==> src/rtl/fpcvt_if.sv <==
// Streaming bus for the integer-to-float converter: input word handshake on
// one side, packed float result with status flags on the other.
interface fpcvt_if #(
  parameter int IN_W  = 12,
  parameter int EXP_W = 3,
  parameter int SIG_W = 4
) ();
  logic             in_valid;
  logic             in_ready;
  logic [IN_W-1:0]  in_data;
  logic             round_en;
  logic             out_valid;
  logic             out_ready;
  logic             out_sign;
  logic [EXP_W-1:0] out_exp;
  logic [SIG_W-1:0] out_sig;
  logic             out_sat;
  logic             out_inexact;

  // Converter side
  modport slave (
    input  in_valid, in_data, round_en, out_ready,
    output in_ready, out_valid, out_sign, out_exp, out_sig, out_sat, out_inexact
  );

  // Producer/consumer side
  modport master (
    output in_valid, in_data, round_en, out_ready,
    input  in_ready, out_valid, out_sign, out_exp, out_sig, out_sat, out_inexact
  );
endinterface

==> src/rtl/fpcvt_pipe.sv <==
// Three-stage pipelined converter from a signed integer to a sign/exponent/
// significand float (value = significand * 2^exponent), with optional
// round-half-up, saturation and inexact flags, and valid/ready backpressure.
module fpcvt_pipe #(
  parameter int IN_W  = 12,
  parameter int EXP_W = 3,
  parameter int SIG_W = 4
) (
  input  logic   clk,
  input  logic   rst_n,
  fpcvt_if.slave bus
);
  localparam int M    = IN_W - 1;
  localparam int EMAX = (1 << EXP_W) - 1;

  // The exponent field must exactly cover every shift a magnitude can need.
  generate
    if (M - SIG_W != EMAX) begin : g_bad_params
      $error("fpcvt_pipe: IN_W-1-SIG_W must equal 2**EXP_W-1");
    end
  endgenerate

  // Stage valids and per-stage load enables
  logic v1_q, v2_q, v3_q;
  logic rdy1_s, rdy2_s, rdy3_s;

  // Stage 1: sign / magnitude
  logic         s1_sign_d, s1_sign_q;
  logic         s1_sat_d, s1_sat_q;
  logic         s1_rnd_q;
  logic [M-1:0] s1_mag_d, s1_mag_q;
  logic [M-1:0] neg_s;

  // Stage 2: normalised fields
  int               lead_s;
  int               shift_s;
  logic [EXP_W-1:0] s2_exp_d, s2_exp_q;
  logic [SIG_W-1:0] s2_sig_d, s2_sig_q;
  logic             s2_rbit_d, s2_rbit_q;
  logic             s2_sticky_d, s2_sticky_q;
  logic             s2_sign_q, s2_sat_q, s2_rnd_q;

  // Stage 3: rounded / saturated result
  logic [SIG_W:0]   sum_s;
  logic [SIG_W-1:0] sig_rnd_s;
  logic [EXP_W:0]   exp_inc_s;
  logic [EXP_W-1:0] out_exp_d, out_exp_q;
  logic [SIG_W-1:0] out_sig_d, out_sig_q;
  logic             out_sat_d, out_sat_q;
  logic             out_sign_q, out_inexact_q;

  // A stage may load when it is empty or the stage after it is moving on.
  always_comb begin
    rdy3_s = !v3_q || bus.out_ready;
    rdy2_s = !v2_q || rdy3_s;
    rdy1_s = !v1_q || rdy2_s;
  end

  // Sign/magnitude split; the most-negative input has no positive twin, so
  // it is clamped to the largest magnitude and flagged as saturated.
  always_comb begin
    neg_s     = {M{1'b0}} - bus.in_data[M-1:0];
    s1_sign_d = bus.in_data[IN_W-1];
    if (bus.in_data == {1'b1, {M{1'b0}}}) begin
      s1_mag_d = {M{1'b1}};
      s1_sat_d = 1'b1;
    end else if (s1_sign_d) begin
      s1_mag_d = neg_s;
      s1_sat_d = 1'b0;
    end else begin
      s1_mag_d = bus.in_data[M-1:0];
      s1_sat_d = 1'b0;
    end
  end

  // Stage 1 register; round_en is captured with its word.
  always_ff @(posedge clk or negedge rst_n) begin
    if (!rst_n) begin
      v1_q      <= 1'b0;
      s1_sign_q <= 1'b0;
      s1_sat_q  <= 1'b0;
      s1_rnd_q  <= 1'b0;
      s1_mag_q  <= {M{1'b0}};
    end else if (rdy1_s) begin
      v1_q <= bus.in_valid;
      if (bus.in_valid) begin
        s1_sign_q <= s1_sign_d;
        s1_sat_q  <= s1_sat_d;
        s1_rnd_q  <= bus.round_en;
        s1_mag_q  <= s1_mag_d;
      end
    end
  end

  // Leading-one search, then pick the SIG_W-bit window below it plus the
  // first discarded bit (round) and the OR of all discarded bits (sticky).
  always_comb begin
    lead_s = 0;
    for (int i = 0; i < M; i++) begin
      lead_s = s1_mag_q[i] ? i : lead_s;
    end
    shift_s     = (lead_s >= SIG_W) ? (lead_s - SIG_W + 1) : 0;
    s2_exp_d    = EXP_W'(shift_s);
    s2_sig_d    = SIG_W'(s1_mag_q >> shift_s);
    s2_rbit_d   = 1'b0;
    s2_sticky_d = 1'b0;
    for (int i = 0; i < M; i++) begin
      s2_rbit_d   = (i == shift_s - 1) ? s1_mag_q[i] : s2_rbit_d;
      s2_sticky_d = s2_sticky_d | (s1_mag_q[i] & (i < shift_s));
    end
  end

  // Stage 2 register
  always_ff @(posedge clk or negedge rst_n) begin
    if (!rst_n) begin
      v2_q        <= 1'b0;
      s2_exp_q    <= {EXP_W{1'b0}};
      s2_sig_q    <= {SIG_W{1'b0}};
      s2_rbit_q   <= 1'b0;
      s2_sticky_q <= 1'b0;
      s2_sign_q   <= 1'b0;
      s2_sat_q    <= 1'b0;
      s2_rnd_q    <= 1'b0;
    end else if (rdy2_s) begin
      v2_q <= v1_q;
      if (v1_q) begin
        s2_exp_q    <= s2_exp_d;
        s2_sig_q    <= s2_sig_d;
        s2_rbit_q   <= s2_rbit_d;
        s2_sticky_q <= s2_sticky_d;
        s2_sign_q   <= s1_sign_q;
        s2_sat_q    <= s1_sat_q;
        s2_rnd_q    <= s1_rnd_q;
      end
    end
  end

  // Round half-up; a carry out of the significand renormalises to 100..0
  // with the exponent bumped, and an exponent overflow saturates to all ones.
  always_comb begin
    sum_s = {1'b0, s2_sig_q} + {{SIG_W{1'b0}}, s2_rnd_q & s2_rbit_q};
    if (sum_s[SIG_W]) begin
      sig_rnd_s = {1'b1, {(SIG_W-1){1'b0}}};
      exp_inc_s = {1'b0, s2_exp_q} + {{EXP_W{1'b0}}, 1'b1};
    end else begin
      sig_rnd_s = sum_s[SIG_W-1:0];
      exp_inc_s = {1'b0, s2_exp_q};
    end
    if (exp_inc_s[EXP_W]) begin
      out_exp_d = {EXP_W{1'b1}};
      out_sig_d = {SIG_W{1'b1}};
      out_sat_d = 1'b1;
    end else begin
      out_exp_d = exp_inc_s[EXP_W-1:0];
      out_sig_d = sig_rnd_s;
      out_sat_d = s2_sat_q;
    end
  end

  // Output register; holds while the consumer stalls.
  always_ff @(posedge clk or negedge rst_n) begin
    if (!rst_n) begin
      v3_q          <= 1'b0;
      out_sign_q    <= 1'b0;
      out_exp_q     <= {EXP_W{1'b0}};
      out_sig_q     <= {SIG_W{1'b0}};
      out_sat_q     <= 1'b0;
      out_inexact_q <= 1'b0;
    end else if (rdy3_s) begin
      v3_q <= v2_q;
      if (v2_q) begin
        out_sign_q    <= s2_sign_q;
        out_exp_q     <= out_exp_d;
        out_sig_q     <= out_sig_d;
        out_sat_q     <= out_sat_d;
        out_inexact_q <= s2_sticky_q;
      end
    end
  end

  assign bus.in_ready    = rdy1_s;
  assign bus.out_valid   = v3_q;
  assign bus.out_sign    = out_sign_q;
  assign bus.out_exp     = out_exp_q;
  assign bus.out_sig     = out_sig_q;
  assign bus.out_sat     = out_sat_q;
  assign bus.out_inexact = out_inexact_q;
endmodule

==> src/flat_wrapper.sv <==
// flat-port wrapper written by rule: the top's interface ports become plain ports
module fpcvt_pipe_flat 
#(
  parameter int IN_W  = 12,
  parameter int EXP_W = 3,
  parameter int SIG_W = 4
)
  (clk, rst_n, bus_in_valid, bus_in_data, bus_round_en, bus_out_ready, bus_in_ready, bus_out_valid, bus_out_sign, bus_out_exp, bus_out_sig, bus_out_sat, bus_out_inexact);
  fpcvt_if #(.IN_W(IN_W), .EXP_W(EXP_W), .SIG_W(SIG_W)) bus_i ();
  input  logic clk;
  input  logic rst_n;
  input wire logic [$bits(bus_i.in_valid)-1:0] bus_in_valid;
  input wire logic [$bits(bus_i.in_data)-1:0] bus_in_data;
  input wire logic [$bits(bus_i.round_en)-1:0] bus_round_en;
  input wire logic [$bits(bus_i.out_ready)-1:0] bus_out_ready;
  output wire logic [$bits(bus_i.in_ready)-1:0] bus_in_ready;
  output wire logic [$bits(bus_i.out_valid)-1:0] bus_out_valid;
  output wire logic [$bits(bus_i.out_sign)-1:0] bus_out_sign;
  output wire logic [$bits(bus_i.out_exp)-1:0] bus_out_exp;
  output wire logic [$bits(bus_i.out_sig)-1:0] bus_out_sig;
  output wire logic [$bits(bus_i.out_sat)-1:0] bus_out_sat;
  output wire logic [$bits(bus_i.out_inexact)-1:0] bus_out_inexact;
  assign bus_i.in_valid = bus_in_valid;
  assign bus_i.in_data = bus_in_data;
  assign bus_i.round_en = bus_round_en;
  assign bus_i.out_ready = bus_out_ready;
  assign bus_in_ready = bus_i.in_ready;
  assign bus_out_valid = bus_i.out_valid;
  assign bus_out_sign = bus_i.out_sign;
  assign bus_out_exp = bus_i.out_exp;
  assign bus_out_sig = bus_i.out_sig;
  assign bus_out_sat = bus_i.out_sat;
  assign bus_out_inexact = bus_i.out_inexact;
  fpcvt_pipe #(.IN_W(IN_W), .EXP_W(EXP_W), .SIG_W(SIG_W)) u_core (.clk(clk), .rst_n(rst_n), .bus(bus_i));
endmodule
==> config.mk <==
export PLATFORM = sky130hd
export DESIGN_NAME = fpcvt_pipe_flat
export DESIGN_NICKNAME = d
export VERILOG_FILES = /design/src/rtl/fpcvt_if.sv /design/src/rtl/fpcvt_pipe.sv /design/src/flat_wrapper.sv
export SDC_FILE = /design/constraint.sdc
export NUM_CORES = 1
export LEC_CHECK = 0
export ABC_CLOCK_PERIOD_IN_PS = 3000
export BUFFER_PORTS_ARGS = -buffer_cell sky130_fd_sc_hd__buf_2
export CAP_MARGIN = 0
export CORE_MARGIN = 5
export CORE_UTILIZATION = 55
export CTS_BUF_LIST = sky130_fd_sc_hd__clkbuf_8
export CTS_CLUSTER_SIZE = 40
export DETAILED_ROUTE_END_ITERATION = 8
export HOLD_SLACK_MARGIN = 0.15
export PLACE_DENSITY_LB_ADDON = 0.05
export SKIP_LAST_GASP = 1
export SYNTH_ARGS = -nofsm -noshare
export SYNTH_HDL_FRONTEND = slang
export SYNTH_SLANG_ARGS = --single-unit
==> constraint.sdc <==
create_clock -name clk -period 3 [get_ports clk]
set_input_delay 0.45 -clock clk [delete_from_list [all_inputs] [get_ports clk]]
set_output_delay 0.45 -clock clk [all_outputs]
set_load 0.02 [all_outputs]
## Word level (Yosys, flattened, before mapping)

Index checks and enable logic that the tools add are counted.

| storage, ports and cells | value |
|---|---|
| input bits | 17 |
| register bits after elaboration | 39 |
| logic and storage cells | 111 |
| output and inout port bits | 12 |

| cells by class | value |
|---|---|
| $add $sub $neg | 6 |
| equality and inequality tests | 11 |
| bitwise gates (word level) | 22 |
| shift-type cells | 1 |
| multiplexer cells | 30 |
| magnitude comparators | 12 |
| reductions and logical operators | 10 |

Operator list:

| operator | count |
|---|---|
| $mux 32 | 10 |
| $eq 4x32->1 const A | 4 |
| $lt 4x32->1 const A | 4 |
| $eq 5x32->1 const A | 3 |
| $lt 5x32->1 const A | 3 |
| $eq 3x32->1 const A | 2 |
| $lt 3x32->1 const A | 2 |
| $add 32x2->32 const B | 1 |
| $eq 2x32->1 const A | 1 |
| $ge 32x4->1 const B | 1 |
| $logic_not 32->1 | 1 |
| $lt 1x32->1 const A | 1 |
| $lt 2x32->1 const A | 1 |
| $shr 11x32->4 | 1 |
| $sub 32x2->32 const B | 1 |
| $sub 32x4->32 const B | 1 |
| $mux 11 | 2 |
| $mux 1 | 14 |
| $and 1x1->1 | 12 |
| $eq 12x12->1 const B | 1 |
| $mux 4 | 3 |
| $sub 1x11->11 const A | 1 |
| $or 1x1->1 | 10 |
| $reduce_and 2->1 | 3 |
| other kinds (5) | 9 |

## Depth between registers and ports, before layout

| logic depth | value |
|---|---|
| depth in word-level cells | 26 |
| depth in mapped cells | 13 |
| depth with buffers taken out | 12 |

## Least setup slack after synthesis

Ideal clock, no wire load.

| timing | value |
|---|---|
| path type | reg2reg |
| start | reg u_core.s1_mag_q[8] |
| end | reg u_core.s2_sticky_q |
| period minus slack after synthesis | 2.754 ns |
| arrival time | 2.628 ns |
| buffers on the path | 1 |
| slack | 0.246 ns |
| setup time | 0.126 ns |
| required time | 2.874 ns |
| cell stages (with the launch flop) | 11 |
| cell sequence | dfrtp_1 -> nor2b_1 -> or2_2 -> clkbuf_1 -> a31oi_1 -> ha_1 -> nand2b_1 -> a211o_1 -> a211oi_1 -> nand4_1 -> o32a_1 |

| on the way | value |
|---|---|
| word-level cells in the longest chain between the ends | 18 |
| elaborated cells between the ends (all ways) | 39 |

Ends and longest elaborated chain:

| element | line | text |
|---|---|---|
| start: declaration | fpcvt_pipe.sv:31 | `logic [M-1:0] s1_mag_d, s1_mag_q;` |
| start signal: assignment | fpcvt_pipe.sv:83 | `s1_mag_q <= {M{1'b0}};` |
| start signal: assignment | fpcvt_pipe.sv:90 | `s1_mag_q <= s1_mag_d;` |
| $mux 32 (3 in a row) | fpcvt_pipe.sv:100 | `lead_s = s1_mag_q[i] ? i : lead_s;` |
| $sub 32x4->32 | fpcvt_pipe.sv:102 | `shift_s = (lead_s >= SIG_W) ? (lead_s - SIG_W + 1) : 0;` |
| $add 32x2->32 | fpcvt_pipe.sv:102 |  |
| $mux 32 | fpcvt_pipe.sv:102 |  |
| $lt 1x32->1 / $lt 2x32->1 (equally long branches) | fpcvt_pipe.sv:109 | `s2_sticky_d = s2_sticky_d \| (s1_mag_q[i] & (i < shift_s));` |
| $and 1x1->1 | fpcvt_pipe.sv:109 |  |
| $or 1x1->1 (9 in a row) | fpcvt_pipe.sv:109 |  |
| $or 1x1->1 (*) | fpcvt_pipe.sv:109 |  |
| end signal: assignment | fpcvt_pipe.sv:130 | `s2_sticky_q <= s2_sticky_d;` |
| end: declaration | fpcvt_pipe.sv:40 | `logic s2_sticky_d, s2_sticky_q;` |

Mark *: on every way between the ends. The rest lies on a longest branch, timed or not.
A chain may end at the register's enable or synchronous reset.

## Final worst setup path

| timing | value |
|---|---|
| start | reg u_core.s1_mag_q[9] |
| end | reg u_core.s2_sticky_q |

| on the way | value |
|---|---|
| word-level cells in the longest chain between the ends | 17 |
| elaborated cells between the ends (all ways) | 38 |

Ends and longest elaborated chain:

| element | line |
|---|---|
| $mux 32 (2 in a row) | fpcvt_pipe.sv:100 |
| $sub 32x4->32 | fpcvt_pipe.sv:102 |
| $add 32x2->32 | fpcvt_pipe.sv:102 |
| $mux 32 | fpcvt_pipe.sv:102 |
| $lt 1x32->1 / $lt 2x32->1 (equally long branches) | fpcvt_pipe.sv:109 |
| $and 1x1->1 | fpcvt_pipe.sv:109 |
| $or 1x1->1 (9 in a row) | fpcvt_pipe.sv:109 |
| $or 1x1->1 (*) | fpcvt_pipe.sv:109 |

Marked as above.

==> results_dict.tcl <==
set metrics [dict create \
    synthTopCellsByArea "dfrtp_1 (37%), nand2_1 (7.1%), o21ai_0 (5.3%)" \
    numCtsBuffers 5 \
    std_cell_rows 25 \
    post_synth.cell_area_avg_sq_um 8.474 \
    ys_types 55 \
    path_cells "nor2b_1 > or2_2 > a31oi_1 > ha_1 > nand2b_1 > a211o_1 > a211oi_1 > nand4_1 > o32a_1" \
    root_buffer "clkbuf_8" \
    cts_hold_buf 0 \
    use_met2 0.3476 \
    fin_util 0.6299 \
    clkPwrFrac 0.178 \
    hp-class "in -> async" \
    peakVddDrop_mv 0.3082 \
    grt_antenna_before_repair 0 \
    avgViaCountPerCell 6.110 \
    cts.sinks 39 \
    grt_pass1_vias 2226 \
    fin_skew_ns 0.004713 \
    ios 29 \
    clk_pin_slew_worst_paths_ns 0.08 \
    drt-initial-drc-count 154 \
    die_h_um 79.33 \
    seq_area_frac_synth 0.3691 \
    synth_edf_count 0 \
    routed_wl_um 6227 \
    synth_nets 335 \
    pwr-share-comb 0.441 \
    synth_area_leader_cell "dfrtp_1" \
    fin_hold_ws_ns 0.2579 \
    power_mw 2.104 \
    grt_util_met1 0.2823 \
    critical_path_arrival_ns 2.99 \
    clock_path_buffers 2 \
    crit_type "reg -> reg" \
    post_cts_buffers 0 \
    place.gp.congestion 0.9236 \
    fmax_mhz 356.2 \
    wl_per_cell_um 15.61 \
    pwr-share-seq 0.381 \
    die_x_um 79.33 \
    cp_slowest_cell "dfrtp_1" \
    setup_ws_ns 0.1929 \
    grt_max_degree 40 \
    netlist.area_leader.share 0.3691 \
    synth_most_common_cell "nand2_1" \
    yosysWarnings 0 \
    async_reset_ff_frac 1.000 \
    slowest_delay_ns 0.50 \
    place_hpwl_um 4839 \
    drtPass1Iterations 5 \
    start_util 0.5635 \
    mappedNetlistArea_sq_mm 0.002644 \
    h-tree-depth 2 \
    p_int_mw 1.249 \
    crit_start "u_core.s1_mag_q[9]" \
    startpoint_type "register" \
    cts_tree "yes" \
    period_share 0.9357 \
    power.switching_mw 0.8550 \
    netlist_instances 312 \
    tightest_slew_ns 0.8404 \
    clk_latency_ns 0.29 \
    drive_gt1_frac 0.2087 \
    dpl-instance-area_sq_mm 0.002864 \
    max_cap_viol_count 0 \
    nets 368 \
    r2r-start "u_core.s1_mag_q[9]" \
    powerDensity_mw_per_mm2 711.8 \
    timing_max_transition_violations_final 0 \
    stdcell_area_sq_mm 0.002955 \
    required_ns 3.18 \
    final-instance-count-excl-fill 399 \
    vias 2438 \
    place_ws_ns 0.2429 \
    portBuffers 28 \
    synth-seq-cells 39 \
    outcome "complete, no violations" \
    drc_errors 0 \
    rsz0062_at_grt "no" \
    end_kind "register" \
    synth_commonest_cells "nand2_1 (50), dfrtp_1 (39), o21ai_0 (28)" \
    setup_tns_ns 0 \
    grt_pass1_wl_um 10640 \
    fin_crit_ns 2.807 \
    overflow 0 \
    setup_viol 0 \
    syn2layout_area_growth_pct 11.78 \
    synth-main-ff-cell "dfrtp_1" \
    grt-busiest-layer "met2" \
    antenna_left 0 \
    use_met3 0.04082 \
    switching_share 0.4064 \
    final_hold_viol_count 0 \
    dp.cells 392 \
    max_slew_margin 0.4397 \
    fp.dieArea_sq_mm 0.006293 \
    grt_use_total 0.2124 \
    antenna_cells 0 \
    p_leak_nw 1.330 \
    cts_resized 0 \
    coreArea_sq_mm 0.004692 \
    cp_max_fo 9 \
]
worst paths after layout:
path                                    endpoint  slack, ns  cells past startpoint
max in group asynchronous     u_core.s1_mag_q[0]       2.21                      1
setup reg to reg              u_core.s2_sticky_q       0.19                      9
setup / recovery              u_core.s2_sticky_q       0.19                      9
min in group clk                 u_core.s1_rnd_q       0.35                      3
hold reg to reg                 u_core.s2_sign_q       0.47                      2
hold / removal             u_core.bus.out_sig[1]       0.26                      1
worst max-delay path: cells and delay by family (launching register included):
| kind | cells | cell delay [ns] |
|---|---|---|
| flip-flops | 1 | 0.50 |
| AO/OA/AOI/OAI | 4 | 1.14 |
| adder cells (fa/ha/maj) | 1 | 0.33 |
| AND/OR/NAND/NOR | 4 | 0.73 |
power by group through the flow:
stage	registers, mW	clock network, mW	logic, mW
floorplan	0.832	0	0.619
global placement	0.806	0	0.926
detailed placement	0.812	0	0.922
CTS	0.801	0.384	0.926
global route	0.823	0.407	1.03
finish	0.802	0.374	0.928
registers in the layout, indices dropped and copies added (netlist names):
signal / cells
u_core.bus.out_inexact: 1
u_core.s2_rnd_q: 1
u_core.bus.out_valid: 1
u_core.s1_mag_q: 11
u_core.s1_sat_q: 1
u_core.v1_q: 1
u_core.s2_sig_q: 4
u_core.s1_sign_q: 1
u_core.s1_rnd_q: 1
u_core.s2_sticky_q: 1
u_core.bus.out_exp: 3
u_core.s2_rbit_q: 1
u_core.v2_q: 1
u_core.bus.out_sig: 4
u_core.s2_sat_q: 1
u_core.bus.out_sign: 1
u_core.bus.out_sat: 1
u_core.s2_sign_q: 1
u_core.s2_exp_q: 3
area by class of cell:
class                   count  area, sq um
fillers                   419         1737
inverters                   8        31.28
flip-flops and latches     39        975.9
clock inverters             1        8.758
well taps                  54        67.56
repair buffers             43        252.7
clock buffers               6        82.58
multi-input cells         248         1536
cells in the final DEF (no fill, tap or decap), types with 7 or more instances in the layout:
master	count
o21ai_0	28
a21oi_1	23
nand2_1	50
o22a_2	7
inv_1	7
buf_4	15
buf_2	28
nand3_1	11
dfrtp_1	39
nand2b_1	12
nor2_1	18
routing by layer:
layer	vias up	share of wire
met5	-	0
met4	0	0.020
met3	10	0.068
met2	99	0.46
met1	1137	0.45
li1	1192	-
cells by family (layout without fill, tap and decap cells):
family          after synthesis  in the layout  share of synthesized area
flops                        39             39                     0.3691
fa+ha+maj                     6              6                    0.02839
mux                           9              9                    0.03691
buf+inv                      25             58                    0.04969
xor+xnor                     11             11                    0.03644
compound gates               98             98                     0.2513
simple gates                124            124                     0.2281
Note: power is estimated with default switching activity, not from simulation.
